File: config.mk
export PLATFORM = sky130hd
export DESIGN_NAME = uart_frame_rx
export DESIGN_NICKNAME = d
export VERILOG_FILES = /design/src/rtl/uart_frame_rx.sv
export SDC_FILE = /design/constraint.sdc
export NUM_CORES = 1
export LEC_CHECK = 0
export BUFFER_PORTS_ARGS = -buffer_cell sky130_fd_sc_hd__buf_4
export CAP_MARGIN = 20
export CORE_MARGIN = 2
export CORE_UTILIZATION = 28
export DETAILED_ROUTE_END_ITERATION = 16
export HOLD_SLACK_MARGIN = 0.12
export PLACE_DENSITY = 0.41
export SETUP_SLACK_MARGIN = 0.02
export SLEW_MARGIN = 20
export SYNTH_ARGS = -nofsm -noshare
export SYNTH_HDL_FRONTEND = slang
export SYNTH_SLANG_ARGS = --single-unit
export TNS_END_PERCENT = 5
File: constraint.sdc
create_clock -name clk -period 5.86 [get_ports clk]
set_input_delay 1.465 -clock clk [delete_from_list [all_inputs] [get_ports clk]]
set_output_delay 1.465 -clock clk [all_outputs]
set_load 0.005 [all_outputs]
File: src/rtl/uart_frame_rx.sv
// rtl/uart_frame_rx.sv - oversampled 8N1 UART receiver assembling LEN bytes into one frame word
//
// Ports:
//   clk  - system clock
//   rst  - synchronous, active-high reset
//   in   - asynchronous UART Rx line, idle high
//   str  - last complete frame; first byte in the top 8 bits, last byte in [7:0]
//   recv - one-cycle pulse, new frame valid on str
//   err  - one-cycle pulse, framing error or inter-byte timeout (partial frame dropped)
module uart_frame_rx #(
  parameter int LEN      = 5,
  parameter int BAUD     = 100,
  parameter int TMO_BITS = 20
) (
  input  logic             clk,
  input  logic             rst,
  input  logic             in,
  output logic [8*LEN-1:0] str,
  output logic             recv,
  output logic             err
);

  localparam int FW  = 8 * LEN;
  localparam int BW  = $clog2(BAUD);
  localparam int CW  = (LEN > 1) ? $clog2(LEN) : 1;
  localparam int TMO = TMO_BITS * BAUD;
  localparam int TW  = $clog2(TMO + 1);

  typedef enum logic [2:0] {S_IDLE, S_START, S_DATA, S_STOP, S_BREAK} state_t;

  state_t          r_state;
  logic            r_sync1;
  logic            r_sync2;
  logic            r_rxs_d;
  logic [BW-1:0]   r_baud_cnt;
  logic [2:0]      r_bit_cnt;
  logic [CW-1:0]   r_byte_cnt;
  logic [TW-1:0]   r_tmo_cnt;
  logic [7:0]      r_shift;
  logic [FW-1:0]   r_asm;
  logic [FW-1:0]   r_str;
  logic            r_recv;
  logic            r_err;

  logic            w_fall;
  logic            w_tick;
  logic [FW-1:0]   w_asm_next;

  assign str  = r_str;
  assign recv = r_recv;
  assign err  = r_err;

  // r_sync2 is the synchronized line (rxs); r_rxs_d is its one-cycle delay for edge detect.
  assign w_fall     = r_rxs_d & ~r_sync2;
  assign w_tick     = (r_baud_cnt == '0);
  // Earlier bytes move toward the MSB end as later bytes arrive.
  assign w_asm_next = (r_asm << 8) | FW'(r_shift);

  // Synchronizer resets to the idle level so leaving reset never looks like a start edge.
  always_ff @(posedge clk) begin
    if (rst) begin
      r_sync1 <= 1'b1;
      r_sync2 <= 1'b1;
      r_rxs_d <= 1'b1;
    end else begin
      r_sync1 <= in;
      r_sync2 <= r_sync1;
      r_rxs_d <= r_sync2;
    end
  end

  always_ff @(posedge clk) begin
    if (rst) begin
      r_state    <= S_IDLE;
      r_baud_cnt <= '0;
      r_bit_cnt  <= '0;
      r_byte_cnt <= '0;
      r_tmo_cnt  <= '0;
      r_shift    <= '0;
      r_asm      <= '0;
      r_str      <= '0;
      r_recv     <= 1'b0;
      r_err      <= 1'b0;
    end else begin
      r_recv <= 1'b0;
      r_err  <= 1'b0;
      case (r_state)
        S_IDLE: begin
          if (w_fall) begin
            // Count down to the middle of the start bit.
            r_state    <= S_START;
            r_baud_cnt <= BW'(BAUD / 2 - 1);
          end else if (r_byte_cnt != '0) begin
            // Inter-byte timeout only matters once a frame is partly assembled.
            if (r_tmo_cnt == '0) begin
              r_err      <= 1'b1;
              r_byte_cnt <= '0;
              r_asm      <= '0;
            end else begin
              r_tmo_cnt <= r_tmo_cnt - 1'b1;
            end
          end
        end
        S_START: begin
          if (w_tick) begin
            if (!r_sync2) begin
              r_state    <= S_DATA;
              r_baud_cnt <= BW'(BAUD - 1);
              r_bit_cnt  <= '0;
            end else begin
              // Glitch shorter than half a bit: silently ignore.
              r_state <= S_IDLE;
            end
          end else begin
            r_baud_cnt <= r_baud_cnt - 1'b1;
          end
        end
        S_DATA: begin
          if (w_tick) begin
            r_shift    <= {r_sync2, r_shift[7:1]};
            r_baud_cnt <= BW'(BAUD - 1);
            r_bit_cnt  <= r_bit_cnt + 3'd1;
            if (r_bit_cnt == 3'd7) r_state <= S_STOP;
          end else begin
            r_baud_cnt <= r_baud_cnt - 1'b1;
          end
        end
        S_STOP: begin
          if (w_tick) begin
            if (r_sync2) begin
              // Leave at mid stop bit so a start bit right after it is not missed.
              r_state   <= S_IDLE;
              r_tmo_cnt <= TW'(TMO - 1);
              if (r_byte_cnt == CW'(LEN - 1)) begin
                r_str      <= w_asm_next;
                r_recv     <= 1'b1;
                r_byte_cnt <= '0;
                r_asm      <= '0;
              end else begin
                r_asm      <= w_asm_next;
                r_byte_cnt <= r_byte_cnt + 1'b1;
              end
            end else begin
              r_err      <= 1'b1;
              r_byte_cnt <= '0;
              r_asm      <= '0;
              r_state    <= S_BREAK;
            end
          end else begin
            r_baud_cnt <= r_baud_cnt - 1'b1;
          end
        end
        S_BREAK: begin
          // A line held low reports once, then waits for idle.
          if (r_sync2) r_state <= S_IDLE;
        end
        default: r_state <= S_IDLE;
      endcase
    end
  end

endmodule

==> results of run 1 <==
## power by group through the flow
| stage | Sequential (mW) | Combinational, mW | Clock [mW] |
|---|---|---|---|
| after floorplan | 0.823 | 0.201 | 0 |
| after global placement | 0.839 | 0.243 | 0 |
| after detailed placement | 0.840 | 0.245 | 0 |
| after CTS | 0.822 | 0.246 | 0.679 |
| after global routing | 0.829 | 0.278 | 0.707 |
| final | 0.823 | 0.246 | 0.657 |
## how the worst max path moves through the flow
| stage | startpoint | end | slack, ns | depth (start not counted) |
|---|---|---|---|---|
| floorplan | rst | r_baud_cnt[1]$_SDFFE_PP0P_ | 3.67 | 3 |
| detailed placement | rst | r_state[2]$_SDFFE_PP0P_ | 3.03 | 3 |
| finish | r_baud_cnt[0]$_SDFFE_PP0P_ | str[1]$_SDFFE_PP0P_ | 3.31 | 8 |
| global placement | rst | r_state[2]$_SDFFE_PP0P_ | 3.06 | 3 |
| global route | r_baud_cnt[0]$_SDFFE_PP0P_ | r_shift[5]$_SDFFE_PP0P_ | 3.09 | 7 |
| CTS | r_baud_cnt[0]$_SDFFE_PP0P_ | str[16]$_SDFFE_PP0P_ | 3.25 | 8 |
## cell type report
class	count	share of cell area [%]
clock buffers	10	4.31
repair buffers	48	6.86
multi-input cells	390	39.4
clock inverters	4	1.46
inverters	9	0.636
flip-flops and latches	112	42.2
well taps	216	5.09
## flip-flops by register name, indices dropped and copies added (netlist names)
name	count
r_baud_cnt	7
str	40
r_sync1	1
err	1
r_tmo_cnt	11
r_bit_cnt	3
r_shift	8
r_sync2	1
r_rxs_d	1
r_byte_cnt	3
r_state	3
recv	1
r_asm	32
## per-layer routing
| layer | GRT usage [%] | up-vias |
|---|---|---|
| met5 | 0 | - |
| met4 | 5.63 | 0 |
| met3 | 2.61 | 13 |
| met2 | 20.6 | 49 |
| met1 | 19.1 | 1765 |
| li1 | - | 1948 |
## synth_stat cells (3+ instances only)
master / number / area (µm²)
nand2_1: 127 / 477
dfxtp_1: 112 / 2240
a21oi_1: 88 / 440
nand3_1: 39 / 195
clkbuf_1: 28 / 105
nor2_1: 21 / 78.8
mux2i_1: 11 / 110
a31oi_1: 10 / 62.6
buf_2: 10 / 50.1
inv_1: 9 / 33.8
nor3_1: 9 / 45.0
or3_1: 9 / 56.3
ha_1: 8 / 100
a211oi_1: 7 / 52.6
o21ai_0: 6 / 30.0
nand4_1: 5 / 31.3
or2_2: 5 / 31.3
nand2b_1: 4 / 25.0
or4_1: 4 / 30.0
nand3b_1: 3 / 22.5
o31ai_1: 3 / 22.5
## layout by cell type, fill, tap and decap left out, drive strengths merged, types with 3 or more instances in the layout
cell type	instances
a211oi	7
a21oi	88
a22oi	3
a31oi	10
buf	48
clkbuf	10
dfxtp	112
ha	8
inv	11
mux2i	11
nand2	127
nand2b	4
nand3	39
nand3b	3
nand4	5
nor2	21
nor3	9
o21ai	6
o31ai	3
or2	5
or3	9
or4	4
## cells by family (layout without fill, tap and decap cells)
kind of cell             Yosys count  in the layout  share of synthesized area, %
AND/OR/NAND/NOR                  241            241                          24.8
AO/OA/AOI/OAI                    128            128                          16.1
flip-flops                       112            112                          49.8
buffers and inverters             47             71                          4.20
multiplexers                      11             11                          2.45
adder cells (fa/ha/maj)            8              8                          2.22
XOR/XNOR                           2              2                         0.389
## metrics by stage
stage | worst slack [ns] | std cells
2_1_floorplan | 3.67 | 549
3_3_place_gp | 3.06 | 775
3_5_place_dp | 3.03 | 775
4_1_cts | 3.25 | 789
5_1_grt | 3.09 | 789
6_report | 3.31 | 789
## worst max-delay path: stages, from the launching register on
cell and delay (ns):
dfxtp_1 0.33, inv_1 0.10, ha_1 0.16, or4b_1 0.51, nor3_1 0.46, and3_1 0.22
buf_4 0.39, nand2_1 0.15, a21oi_1 0.13
==> qor.csv, run 1 <==
metric,value,unit
fin_worst_hold_slack,0.410,ns
hold_path_startpoint,r_sync1$_SDFF_PP1_,
timing.rr.end,str[1]$_SDFFE_PP0P_,
drc,0,
cp.required,6.14,ns
drt_wl_total,11.0,mm
internal_power,1.25,mW
dpl.hpwl,6.80,mm
rr_startpoint,r_baud_cnt[0]$_SDFFE_PP0P_,
path_clk_slew,0.07,ns
synth-edff-count,0,
finalSetupViolations,0,
peakVddDrop,0.126,mV
htree_levels,3,
drtPass1Iterations,4,
hold_depth,1,
p_switching,0.476,mW
clkPwrFrac,38.1,%
finalHoldViolCount,0,
wl_met3,329,µm
routed.top_layer,met4,
drv_cap,0,
cts_hold_buffers,0,
synthesis.nets,560,
fin_skew,0.00631,ns
cts_buffer_depth,2,
postSynthAreaPerCell,8.20,µm²
fp.dieH,131,µm
seq_area,2240,µm²
nets,581,
cts.sinks,112,
initial_core_util,28.4,%
dpl_cell_area,4990,µm²
synth_flop_cell,dfxtp_1,
grt_max_degree,113,
grt_usage,13.7,%
status,"finished, final reports clean",
area_growth,17.9,%
powerDensity,325,nW/µm²
synthDistinctLibCells,45,
fmax,393,MHz
grt_pass1_vias,3584,
clockRootBuffer,clkbuf_16,
core_area,15800,µm²
r2r_setup_slack,3.31,ns
clock_latency,0.35,ns
synth_cells,549,
gp_congestion,0.749,
relSlewSlack,30.9,%
post-route-util,33.5,%
grt_overflow_total,0,
seq_area_frac_synth,49.8,%
startpoint_type,register,
cts_tree,done,
p_total,1.73,mW
synth_area,4500,µm²
met2WireLength,4.85,mm
ios,45,
critPathCaptureType,register,
critPathMaxFanout,40,
finalInstanceArea,5310,µm²
numCtsBuffers,9,
rows,46,
ys_async_sr_fraction,0,%
p_seq_share,47.7,%
wl_met1,5.67,mm
drt_iter0_drc,228,
num_vias,3775,
holdPathEnd,r_sync2$_SDFF_PP1_,
p_leak,1.84,nW
finalCritPeriodShare,43.5,%
rsz0062_at_grt,no,
cts_resized,0,
tns,0,ns
reg2regPathDepth,8,
swShare,27.6,%
multiInputGateArea,2090,µm²
fill_cells,1655,
diodes,0,
period_minus_slack,2.55,ns
path_class,register to register,
hp-class,register to register,
antenna_found_initial,0,
ant_nets,0,
via_per_inst,4.78,
ys.warnings.count,0,
worstMarginPinSlew,1.03,ns
cts_setup_buffers,0,
synth_seq_cells,112,
die_w,131,µm
grt_first_pass_wirelength,18.4,mm
cp.arrival,2.83,ns
wire_per_inst,14.0,µm
drive_gt1_share,12.4,%
die_area,17100,µm²
slew_viol_final,0,
p_comb_share,14.2,%
port_buffers,44,
Power figures use the tool's default switching activity.
==> run 2: changes to the inputs <==
PLACE_DENSITY = 0.42   (was 0.41)
clock period = 2.21 ns   (was 5.86 ns; I/O delays follow)
==> run 2 against run 1 <==
Effect of this change:
- sequential cell count is the same
- maximum frequency grew 21%
- non-clock buffer count grew 19
- combinational power grew to 3.3 times the previous value
- first-iteration DRC count grew 8.3%
- global-route usage is essentially flat
- sequential power grew to 2.6 times the previous value
- critical path depth shrank 1
- utilization grew 1.2 points
- highest routed layer unchanged
- sequential share of layout area shrank 1.4 points
- clock power grew 150%
- routed wire length shrank 0.65%
==> qor.csv, run 2 (synthesis results as in run 1) <==
metric,value,unit,change
swShare,28.1,%,was 27.6%
grt_pass1_vias,3599,,was 3584
startpoint_type,register,,unchanged
grt_overflow_total,0,,unchanged
worstMarginPinSlew,0.692,ns,was 1.03 ns
cts_tree,done,,unchanged
drive_gt1_share,15.7,%,was 12.4%
powerDensity,835,nW/µm²,was 325 nW/µm²
dpl_cell_area,5180,µm²,was 4990 µm²
hp-class,input port to register,,was register to register
finalCritPeriodShare,95.6,%,was 43.5%
ant_nets,0,,unchanged
finalInstanceArea,5490,µm²,was 5310 µm²
drt_wl_total,11.0,mm,about the same
internal_power,3.30,mW,was 1.25 mW
finalHoldViolCount,0,,unchanged
num_vias,3864,,was 3775
cp.arrival,2.38,ns,was 2.83 ns
p_seq_share,46.9,%,was 47.7%
path_class,register to register,,unchanged
port_buffers,44,,unchanged
rows,46,,unchanged
final_common_cell,nand2_1,,unchanged
numCtsBuffers,9,,unchanged
dp_slack,0.0232,ns,was 3.03 ns
grt_max_degree,64,,was 113
die_w,131,µm,unchanged
peakVddDrop,0.364,mV,was 0.126 mV
cp.required,2.48,ns,was 6.14 ns
period_minus_slack,2.11,ns,was 2.55 ns
status,"finished, final reports clean",,unchanged
path_clk_slew,0.07,ns,about the same
p_switching,1.29,mW,was 0.476 mW
cts.sinks,112,,unchanged
busiest_layer,met2,,unchanged
via_per_inst,4.77,,was 4.78
finalSetupViolations,0,,unchanged
critPathMaxFanout,4,,was 40
cts_setup_buffers,0,,unchanged
cts_buffer_depth,2,,unchanged
largest_reg_flops,40,,unchanged
tns,0,ns,unchanged
gr-usage-met2,21.0,%,was 20.6%
rsz0062_at_grt,yes,,was no
drv_cap,0,,unchanged
wire_per_inst,13.5,µm,was 14.0 µm
drt_iter0_drc,247,,was 228
layout_common_cells,"127 x nand2_1, 112 x dfxtp_1, 87 x a21oi_1",,unchanged
antenna_found_initial,0,,unchanged
final.setup.worst_slack,0.0970,ns,was 3.31 ns
drc,0,,unchanged
grt_util_met3,4.15,%,was 2.61%
nets,600,,was 581
grt_first_pass_wirelength,18.3,mm,was 18.4 mm
slew_viol_final,0,,unchanged
drtPass1Iterations,6,,was 4
htree_levels,3,,unchanged
p_leak,1.94,nW,was 1.84 nW
ios,45,,unchanged
critPathCaptureType,register,,unchanged
relSlewSlack,53.8,%,was 30.9%
fin_skew,0.0102,ns,was 0.00631 ns
dpl.hpwl,7.15,mm,was 6.80 mm
met1_usage,18.7,%,was 19.1%
clockRootBuffer,clkbuf_16,,unchanged
gp_congestion,0.760,,was 0.749
p_comb_share,17.4,%,was 14.2%
core_area,15800,µm²,unchanged
clock_latency,0.36,ns,was 0.35 ns
initial_core_util,28.4,%,unchanged
fmax,473,MHz,was 393 MHz
fp.dieH,131,µm,unchanged
diodes,0,,unchanged
area_growth,22.0,%,was 17.9%
clkPwrFrac,35.6,%,was 38.1%
grt_usage,13.6,%,was 13.7%
die_area,17100,µm²,unchanged
## run 2: power groups by stage
stage                     Combinational, mW  Sequential (mW)  Clock, mW
after detailed placement              0.768             2.20          0
after global placement                0.769             2.20          0
after floorplan                       0.533             2.18          0
after global routing                  0.915             2.17       1.76
final                                 0.800             2.15       1.64
after CTS                             0.778             2.15       1.70
## run 2: per-layer routing
| layer | up-vias | routed length (µm) | part of all wire [%] |
|---|---|---|---|
| met5 | - | 0 | 0 |
| met4 | 0 | 119 | 1.1 |
| met3 | 8 | 445 | 4.1 |
| met2 | 47 | 4950 | 45 |
| met1 | 1820 | 5450 | 50 |
| li1 | 1989 | - | - |
## run 2: area by class of cell
| type | instances | area (µm²) |
|---|---|---|
| multi-input cells | 390 | 2100 |
| fillers | 1715 | 10300 |
| clock buffers | 11 | 233 |
| well taps | 216 | 270 |
| flip-flops and latches | 112 | 2240 |
| repair buffers | 67 | 557 |
| inverters | 9 | 33.8 |
| clock inverters | 5 | 56.3 |
## run 2: what timing repair did
action | in CTS | in global routing
pin swaps | 0 | 2
hold buffers | 0 | 0
endpoints found under the hold margin | 0 | 0
setup endpoints to repair | 2 | 48
resized for setup | 1 | 5
## run 2: metrics by stage
stage	hold slack [ns]	cells	total power, mW	util [%]
floorplan	0.389	549	2.72	-
global placement	0.402	794	2.97	32.7
detailed placement	0.405	794	2.96	32.7
CTS	0.365	810	4.62	34.6
global route	0.383	810	4.84	34.7
finish	0.377	810	4.59	34.7
## run 2: final timing paths
path | start | endpoint | slack [ns] | cells past startpoint
min | in | r_sync1$_SDFF_PP1_ | 0.38 | 2
max reg2reg | r_baud_cnt[1]$_SDFFE_PP0P_ | r_baud_cnt[6]$_SDFFE_PP0P_ | 0.1 | 7
max | r_baud_cnt[1]$_SDFFE_PP0P_ | r_baud_cnt[6]$_SDFFE_PP0P_ | 0.1 | 7
min reg2reg | r_sync1$_SDFF_PP1_ | r_sync2$_SDFF_PP1_ | 0.42 | 1
## run 2: critical path, cell delays in order, from the launching register on
cell and delay (ns):
dfxtp_1 0.32, inv_1 0.09, ha_1 0.15, or4b_4 0.50
or4_1 0.55, o31ai_1 0.10, a21oi_1 0.10, a211oi_1 0.22
